`src/rtl/dense_pkg.sv`:
```
// Shared constants for the dense/activation engine: activation encodings,
// FSM state type and Q-format / saturation helpers.
package dense_pkg;

    // act_mode encodings
    localparam logic [1:0] ACT_NONE  = 2'd0;
    localparam logic [1:0] ACT_RELU  = 2'd1;
    localparam logic [1:0] ACT_LEAKY = 2'd2;
    localparam logic [1:0] ACT_HSIG  = 2'd3;

    // FSM state
    typedef logic [1:0] state_t;
    localparam state_t S_IDLE = 2'd0;
    localparam state_t S_MAC  = 2'd1;
    localparam state_t S_FIN  = 2'd2;
    localparam state_t S_DONE = 2'd3;

    // 1.0 in Q format
    function automatic longint q_one(input int frac);
        return longint'(1) <<< frac;
    endfunction

    // 0.5 in Q format, also the round-half-up offset
    function automatic longint q_half(input int frac);
        return longint'(1) <<< (frac - 1);
    endfunction

    // signed saturation bounds for a w-bit value
    function automatic longint sat_max(input int w);
        return (longint'(1) <<< (w - 1)) - 1;
    endfunction

    function automatic longint sat_min(input int w);
        return -(longint'(1) <<< (w - 1));
    endfunction

endpackage

```
`src/rtl/act_unit.sv`:
```
// Combinational round / saturate / activate of a wide accumulator plus bias.
// Ports: acc (ACC_W, Q2FRAC), bias (DATA_W, QFRAC), mode (2), y (DATA_W, QFRAC).
module act_unit #(
    parameter int DATA_W = 16,
    parameter int FRAC   = 8,
    parameter int ACC_W  = 2 * DATA_W + 5
) (
    input  logic signed [ACC_W-1:0]  acc,
    input  logic signed [DATA_W-1:0] bias,
    input  logic        [1:0]        mode,
    output logic signed [DATA_W-1:0] y
);
    import dense_pkg::*;

    // two guard bits cover bias and rounding added on top of acc
    localparam int SW = ACC_W + 2;
    localparam int HW = DATA_W + 2;

    localparam logic signed [SW-1:0] RND  = SW'(q_half(FRAC));
    localparam logic signed [SW-1:0] SMAX = SW'(sat_max(DATA_W));
    localparam logic signed [SW-1:0] SMIN = SW'(sat_min(DATA_W));
    localparam logic signed [HW-1:0] HALF = HW'(q_half(FRAC));
    localparam logic signed [HW-1:0] ONE  = HW'(q_one(FRAC));

    logic signed [SW-1:0]     acc_x;
    logic signed [SW-1:0]     bias_x;
    logic signed [SW-1:0]     sum;
    logic signed [SW-1:0]     shf;
    logic signed [DATA_W-1:0] x;
    logic signed [HW-1:0]     x_w;
    logic signed [HW-1:0]     hs;

    always_comb begin
        acc_x  = SW'(acc);
        bias_x = SW'(bias) <<< FRAC;
        sum    = acc_x + bias_x + RND;
        shf    = sum >>> FRAC;

        if (shf > SMAX) begin
            x = SMAX[DATA_W-1:0];
        end else if (shf < SMIN) begin
            x = SMIN[DATA_W-1:0];
        end else begin
            x = shf[DATA_W-1:0];
        end

        // hard sigmoid evaluated in a wider signed domain before clamping
        x_w = HW'(x);
        hs  = (x_w >>> 2) + HALF;

        y = x;
        unique case (mode)
            ACT_NONE:  y = x;
            ACT_RELU:  y = x[DATA_W-1] ? '0 : x;
            ACT_LEAKY: y = x[DATA_W-1] ? (x >>> 3) : x;
            ACT_HSIG: begin
                if (hs < 0) begin
                    y = '0;
                end else if (hs > ONE) begin
                    y = ONE[DATA_W-1:0];
                end else begin
                    y = hs[DATA_W-1:0];
                end
            end
        endcase
    end

endmodule

```
`src/rtl/dense_act_engine.sv`:
```
// Dense layer (N_OUT neurons x N_IN inputs) with activation and argmax.
// Ports: clk/reset, start/act_mode, feature/weight/bias memory read ports,
// busy, per-neuron out_valid/out_idx/out_data, done_out/final_out/final_idx.
module dense_act_engine #(
    parameter int N_IN   = 16,
    parameter int N_OUT  = 10,
    parameter int DATA_W = 16,
    parameter int FRAC   = 8,
    parameter int ACC_W  = 2 * DATA_W + $clog2(N_IN) + 1,
    localparam int IW    = $clog2(N_IN),
    localparam int WW    = $clog2(N_IN * N_OUT),
    localparam int NW    = $clog2(N_OUT)
) (
    input  logic                     clk,
    input  logic                     reset,
    input  logic                     start,
    input  logic        [1:0]        act_mode,
    output logic        [IW-1:0]     in_addr,
    input  logic signed [DATA_W-1:0] in_data,
    output logic        [WW-1:0]     w_addr,
    input  logic signed [DATA_W-1:0] w_data,
    output logic        [NW-1:0]     b_addr,
    input  logic signed [DATA_W-1:0] b_data,
    output logic                     busy,
    output logic                     out_valid,
    output logic        [NW-1:0]     out_idx,
    output logic signed [DATA_W-1:0] out_data,
    output logic                     done_out,
    output logic signed [DATA_W-1:0] final_out,
    output logic        [NW-1:0]     final_idx
);
    import dense_pkg::*;

    localparam int KW = $clog2(N_IN + 1);

    localparam logic [KW-1:0] K_LAST = KW'(N_IN);
    localparam logic [KW-1:0] K_ADDR = KW'(N_IN - 1);
    localparam logic [NW-1:0] N_LAST = NW'(N_OUT - 1);

    localparam logic signed [DATA_W-1:0] VMIN =
        {1'b1, {(DATA_W-1){1'b0}}};

    state_t                     state;
    logic        [1:0]          mode_q;
    logic        [NW-1:0]       n;
    logic        [KW-1:0]       k;
    logic signed [ACC_W-1:0]    acc;
    logic signed [DATA_W-1:0]   bias_q;
    logic signed [DATA_W-1:0]   amax_v;
    logic        [NW-1:0]       amax_i;
    logic signed [2*DATA_W-1:0] prod;
    logic signed [DATA_W-1:0]   act_y;

    assign prod = in_data * w_data;

    act_unit #(
        .DATA_W (DATA_W),
        .FRAC   (FRAC),
        .ACC_W  (ACC_W)
    ) u_act (
        .acc  (acc),
        .bias (bias_q),
        .mode (mode_q),
        .y    (act_y)
    );

    // MAC cycle k drives address k; the product for address k-1 lands
    // in cycle k, so a neuron spends N_IN+1 cycles in MAC.
    always_ff @(posedge clk or posedge reset) begin
        if (reset) begin
            state     <= S_IDLE;
            mode_q    <= '0;
            n         <= '0;
            k         <= '0;
            acc       <= '0;
            bias_q    <= '0;
            amax_v    <= '0;
            amax_i    <= '0;
            in_addr   <= '0;
            w_addr    <= '0;
            b_addr    <= '0;
            busy      <= 1'b0;
            out_valid <= 1'b0;
            out_idx   <= '0;
            out_data  <= '0;
            done_out  <= 1'b0;
            final_out <= '0;
            final_idx <= '0;
        end else begin
            out_valid <= 1'b0;
            unique case (state)
                S_IDLE: begin
                    if (start) begin
                        mode_q   <= act_mode;
                        done_out <= 1'b0;
                        busy     <= 1'b1;
                        n        <= '0;
                        k        <= '0;
                        acc      <= '0;
                        amax_v   <= VMIN;
                        amax_i   <= '0;
                        in_addr  <= '0;
                        w_addr   <= '0;
                        b_addr   <= '0;
                        state    <= S_MAC;
                    end
                end
                S_MAC: begin
                    if (k != '0) begin
                        acc <= acc + ACC_W'(prod);
                    end
                    if (k == KW'(1)) begin
                        bias_q <= b_data;
                    end
                    if (k < K_ADDR) begin
                        in_addr <= in_addr + 1'b1;
                        w_addr  <= w_addr + 1'b1;
                    end
                    if (k == K_LAST) begin
                        state <= S_FIN;
                    end else begin
                        k <= k + 1'b1;
                    end
                end
                S_FIN: begin
                    out_data  <= act_y;
                    out_idx   <= n;
                    out_valid <= 1'b1;
                    // strict compare keeps the lowest index on ties
                    if (act_y > amax_v) begin
                        amax_v <= act_y;
                        amax_i <= n;
                    end
                    if (n == N_LAST) begin
                        state <= S_DONE;
                    end else begin
                        n       <= n + 1'b1;
                        k       <= '0;
                        acc     <= '0;
                        in_addr <= '0;
                        w_addr  <= w_addr + 1'b1;
                        b_addr  <= n + 1'b1;
                        state   <= S_MAC;
                    end
                end
                S_DONE: begin
                    busy      <= 1'b0;
                    done_out  <= 1'b1;
                    final_out <= amax_v;
                    final_idx <= amax_i;
                    state     <= S_IDLE;
                end
                default: state <= S_IDLE;
            endcase
        end
    end

endmodule

```
`config.mk`:
```
export PLATFORM = sky130hd
export DESIGN_NAME = dense_act_engine
export DESIGN_NICKNAME = d
export VERILOG_FILES = /design/src/rtl/dense_pkg.sv /design/src/rtl/act_unit.sv /design/src/rtl/dense_act_engine.sv
export SDC_FILE = /design/constraint.sdc
export NUM_CORES = 1
export LEC_CHECK = 0
export CAP_MARGIN = 10
export CORE_MARGIN = 5
export CORE_UTILIZATION = 64
export CTS_BUF_LIST = sky130_fd_sc_hd__clkbuf_8
export DETAILED_ROUTE_END_ITERATION = 12
export PLACE_DENSITY = 0.9
export SLEW_MARGIN = 40
export SYNTH_ARGS = -nofsm -noshare
export SYNTH_HDL_FRONTEND = slang
export SYNTH_SLANG_ARGS = --single-unit
```
`constraint.sdc`:
```
create_clock -name clk -period 9.5 [get_ports clk]
set_clock_uncertainty 0.2 [all_clocks]
set_input_delay 0.95 -clock clk [delete_from_list [all_inputs] [get_ports clk]]
set_output_delay 0.95 -clock clk [all_outputs]
set_load 0.005 [all_outputs]
```
# [Yosys cells after proc, flatten, opt, wreduce, memory -nomap -nowiden]
# Cells that the tools add are included.
[classes] mul=1 n_mux=39 eq_ne=16 addsub=8 order_cmp=6 n_reduce_logical=15
[op_table] op="16-bit 2-to-1 mux" n=7
[op_table] op="37-bit 2-to-1 mux" n=3
[op_table] op="37-bit case mux with 3 select lines" n=1
[op_table] op="16-bit case mux with 4 select lines" n=1
[op_table] op="38-bit by 9-bit adder with 39-bit output (second input constant)" n=1
[op_table] op="37-bit by 24-bit adder with 38-bit output" n=1
[op_table] op="37-bit by 32-bit adder with 37-bit output" n=1
[op_table] op="16-bit by 16-bit multiplier with 32-bit output" n=1
[op_table] op="16-bit case mux with 2 select lines" n=1
[op_table] op="31-bit by 16-bit greater-than comparator with 1-bit output (second input constant)" n=1
[op_table] op="31-bit by 16-bit less-than comparator with 1-bit output (second input constant)" n=1
[op_table] op="8-bit 2-to-1 mux" n=3
[op_table] op="8-bit case mux with 3 select lines" n=1
[op_table] op="4-bit 2-to-1 mux" n=5
[op_table] op="16-bit greater-than comparator" n=1
[op_table] op="4-bit case mux with 2 select lines" n=2
[op_table] op="14-bit by 9-bit adder with 15-bit output (second input constant)" n=1
[op_table] op="15-bit by 10-bit greater-than comparator with 1-bit output (second input constant)" n=1
[op_table] op="15-bit by 1-bit less-than comparator with 1-bit output (second input constant)" n=1
[op_table] op="15-bit 2-to-1 mux" n=1
[op_table] op="5-bit 2-to-1 mux" n=3
[op_table] op="5-bit case mux with 3 select lines" n=1
[op_table] op="2-bit inequality test (second input constant)" n=7
[op_table] op="4-bit case mux with 3 select lines" n=1
[op_table] op="20 further kinds" n=38
[word_totals] wordCells=102 regBits=141

# [Depth between registers and ports, before layout]
[logic_depth] ltp_word=13 mapped_depth=33 ltp_nobuf=30

# [Hierarchy]
# From an unflattened synthesis, not the netlist that was laid out.
[hier_totals] hier_cells=2276 hier_area_um2=21099.0
[by_module_without_submodules] mod="dense_act_engine" seq_area_each_um2=3528.4 cells_each=1805 n_inst=1 area_per_inst_um2=17928.4
[by_module_without_submodules] mod="act_unit" seq_area_each_um2=0.0 cells_each=471 n_inst=1 area_per_inst_um2=3170.5

# [Least setup slack after synthesis]
# OpenSTA, ideal clock, no wires.
[synth_path] path_type="input -> register" startpoint="in in_data[5]" endpoint="reg acc[35]" n_path_buf=1 arrival_time_ns=7.055 required_ns=9.167 setup_slack_ns=2.112 stages=25 setup_time_ns=0.133 path_cell_list="clkbuf_1 -> nand2_1 -> fa_1 -> inv_1 -> fa_1 -> inv_1 -> fa_1 -> fa_1 -> inv_1 -> fa_1 -> fa_1 -> ha_1 -> a21o_1 -> a21oi_1 -> nand2_1 -> a21oi_1 -> nor4_1 -> o31ai_1 -> o21ai_0 -> or4b_2 -> nand3_1 -> nand3_1 -> o21bai_1 -> xor2_1 -> o21ai_0"
[synth_between] elab_chain_len=4
[synth_lines] item="start, declared" line_no="dense_act_engine.sv:19" text="input logic signed [DATA_W-1:0] in_data,"
[synth_lines] item="16-bit by 16-bit multiplier with 32-bit output" line_no="dense_act_engine.sv:54" text="assign prod = in_data * w_data;"
[synth_lines] item="37-bit by 32-bit adder with 37-bit output" line_no="dense_act_engine.sv:110" text="acc <= acc + ACC_W'(prod);"
[synth_lines] item="37-bit 2-to-1 mux" line_no="dense_act_engine.sv:109" text="if (k != '0) begin"
[synth_lines] item="37-bit case mux with 3 select lines" line_no="dense_act_engine.sv:91" text="unique case (state)"
[synth_lines] item="end signal, assigned" line_no="dense_act_engine.sv:110"
[synth_lines] item="end, declared" line_no="dense_act_engine.sv:47" text="logic signed [ACC_W-1:0] acc;"
# Every way passes these cells. The select of a mux whose other input is x is not followed.
# A chain may end at the register's enable or synchronous reset.

# [Worst setup path after layout]
[layout_path] startpoint="in w_data[6]" endpoint="reg acc[35]"
[layout_between] elab_chain_len=4
[layout_lines] item="start, declared" line_no="dense_act_engine.sv:21" text="input logic signed [DATA_W-1:0] w_data,"
[layout_lines] item="16-bit by 16-bit multiplier with 32-bit output" line_no="dense_act_engine.sv:54"
[layout_lines] item="37-bit by 32-bit adder with 37-bit output" line_no="dense_act_engine.sv:110"
[layout_lines] item="37-bit 2-to-1 mux" line_no="dense_act_engine.sv:109"
[layout_lines] item="37-bit case mux with 3 select lines" line_no="dense_act_engine.sv:91"
# Every way passes these cells. The select of a mux whose other input is x is not followed.

==> results.cfg <==
[global_routing]
grt_usage_pct = 29.33
grt_overflow = 0
grt_pass1_vias = 16970
grt_pass1_wl_um = 84220
antenna_found_initial = 1
grt_max_degree = 77

[worst_setup_path]
rr_startpoint = bias_q[15]$_DFFE_PP0P_
cp.arrival_ns = 8.60
critPathBufInv = 4
cp-start-kind = input pin
end_kind = flip-flop
critical_path_required_ns = 9.62
cpMaxStageDelayCell = clkdlybuf4s50_1
rr_endpoint = amax_v[11]$_DFFE_PP0P_
r2r_slack_ns = 1.16
crit_path_max_fanout = 16
cp_common_cell = fa_1
crit_type = in2reg
slowest_delay_ns = 0.92
cpLargestDelayFamily = adder cells
r2r_cells = 30

[final_layout]
drive_gt1_share_pct = 5.813
fillerInstances = 2181
layout.nets = 2727
final_util_pct = 70.94
area_delta_synth_final_pct = 8.894

[drt]
routed_wl_um = 49370
wl_per_cell_um = 18.99
drc = 0
first_iter_violations = 1200
dr.pass1.iters = 5
antenna_left = 0
vias = 15940
via_per_inst = 6.131

[die]
rows = 64
die_h_um = 186.9
core_um2 = 30750
io_pins = 112
start_util_pct = 65.14
dieArea_um2 = 34940
die_x_um = 186.9

[clocking]
holdBufCountCts = 0
clk_pin_slew_worst_paths_ns = 0.09
clock_sinks = 141
cts_resized = 0
htreeDepth = 4
clk_path_buf_depth = 2
post_cts_buffers = 0
clk_latency_ns = 0.47
cts_tree = yes
cts-root-buf = clkbuf_8
numCtsBuffers = 17

[sta]
worst_pin_slew_ns = 0.8099
timing.final.hold_violations = 0
slew_viol_final = 0
fmax_mhz = 117.8
max-slew-margin-rel_pct = 45.81
tns_ns = 0
rsz0062_at_grt = no
hold_ws_ns = 0.2843
final-setup-viol-count = 0
finalCritPeriodShare_pct = 89.35
timing.final.crit_period_ns = 8.488

[placed_design]
gp_congestion = 0.9692
io_buffer_count = 111
dp_hpwl_um = 40490

[outcome]
outcome = finished clean

[synth]
synth_cell_types = 85
seq_area_frac_synth_pct = 17.61
yosysWarningCount = 0
synth_edf_count = 0
netlist_area_um2 = 20030
synthTopCellsByArea = fa_1, dfrtp_1, ha_1
async_reset_ff_share_pct = 100.0
synth.most_common_cell = inv_1
ys_ff_latch = 141
syn-num-nets = 2659
synth_common_cells = inv_1, fa_1, nand2_1
yosysTopAreaCell = fa_1
synth_ff_type = dfrtp_1
synth_top_area_share_pct = 31.88
syn_avg_cell_area_um2 = 9.444
netlist_instances = 2121

[hold_path]
min_path_type = reg2reg
whs_path_depth = 1
hold-path-endpoint = in_addr[3]$_DFFE_PP0P_
hold_start = in_addr[3]$_DFFE_PP0P_

[job]
cap_violations = 0
## cell usage in the layout (no fill, tap or decap), drive strengths merged, types with 9 or more instances in the layout
master,instances
buf,9
nand4,21
a31oi,12
nor3,15
ha,166
nand3,30
nand2b,23
xor2,23
and3,14
clkdlybuf4s50,111
inv,336
and2,107
a21o,34
o21ai,113
o31ai,20
a22o,17
o21a,15
fa,319
o21bai,10
nand2,291
nor2,66
mux2,49
a21oi,85
dfrtp,141
or3,14
clkbuf,18
xnor2,30
## state kept, by name (all words and copies together) (netlist names), 5 cells and up
register	count
bias_q	16
acc	37
amax_v	16
final_out	16
out_data	16
w_addr	8
k	5
## worst reg2reg max path, delay by kind of cell (launching register included)
family,cells,cell delay (ns)
flip-flops,1,0.67
AND/OR/NAND/NOR,10,2.36
AO/OA/AOI/OAI,16,3.73
buffers and inverters,1,0.31
adder cells (fa/ha/maj),3,0.96
## how the worst max path moves through the flow
| stage | start | end | slack, ns | cells after the start |
|---|---|---|---|---|
| after floorplan | in_data[5] | acc[35]$_DFFE_PP0P_ | 2.11 | 25 |
| after global placement | w_data[6] | acc[35]$_DFFE_PP0P_ | 0.95 | 25 |
| after detailed placement | w_data[6] | acc[35]$_DFFE_PP0P_ | 0.65 | 25 |
| after CTS | w_data[6] | acc[35]$_DFFE_PP0P_ | 1.14 | 25 |
| after global routing | w_data[6] | acc[35]$_DFFE_PP0P_ | 0.66 | 25 |
| final | w_data[6] | acc[35]$_DFFE_PP0P_ | 1.01 | 25 |
## kinds of logic (layout without fill, tap and decap cells)
family	Yosys count	count (layout)	share of synthesized area, %
compound gates	377	377	12.55
other cells	0	1	0
fa+ha+maj	486	486	42.30
flops	141	141	17.61
xor+xnor	53	53	2.317
simple gates	612	612	14.68
buf+inv	401	482	7.683
mux	51	51	2.854
## per-stage QoR
step                      worst slack, ns  instances  area, um^2
after floorplan                     2.112       2121       20030
after global placement             0.9489       2566       21410
after detailed placement           0.6541       2566       21430
after CTS                           1.141       2598       21800
after global routing               0.6554       2599       21810
final                               1.012       2599       21810
## layout make-up
| cell class | count | area (um^2) | area share, % |
|---|---|---|---|
| Antenna cell | 1 | 2.502 | 0.01147 |
| Tap cell | 396 | 495.5 | 2.271 |
| Clock inverter | 14 | 128.9 | 0.5908 |
| Inverter | 330 | 1244 | 5.701 |
| Timing Repair Buffer | 120 | 1182 | 5.420 |
| Clock buffer | 18 | 247.7 | 1.136 |
| Multi-Input combinational cell | 1579 | 14980 | 68.69 |
| Sequential cell | 141 | 3528 | 16.18 |
## layer usage
metal | GRT usage (%) | routed length (um)
met5 | 0 | 0
met4 | 11.23 | 2044
met2 | 51.04 | 25470
met1 | 37.86 | 18630
met3 | 3.602 | 3222
Power is not shown: default switching activity piles up to over one toggle a cycle in this logic, so the estimate is an artifact.
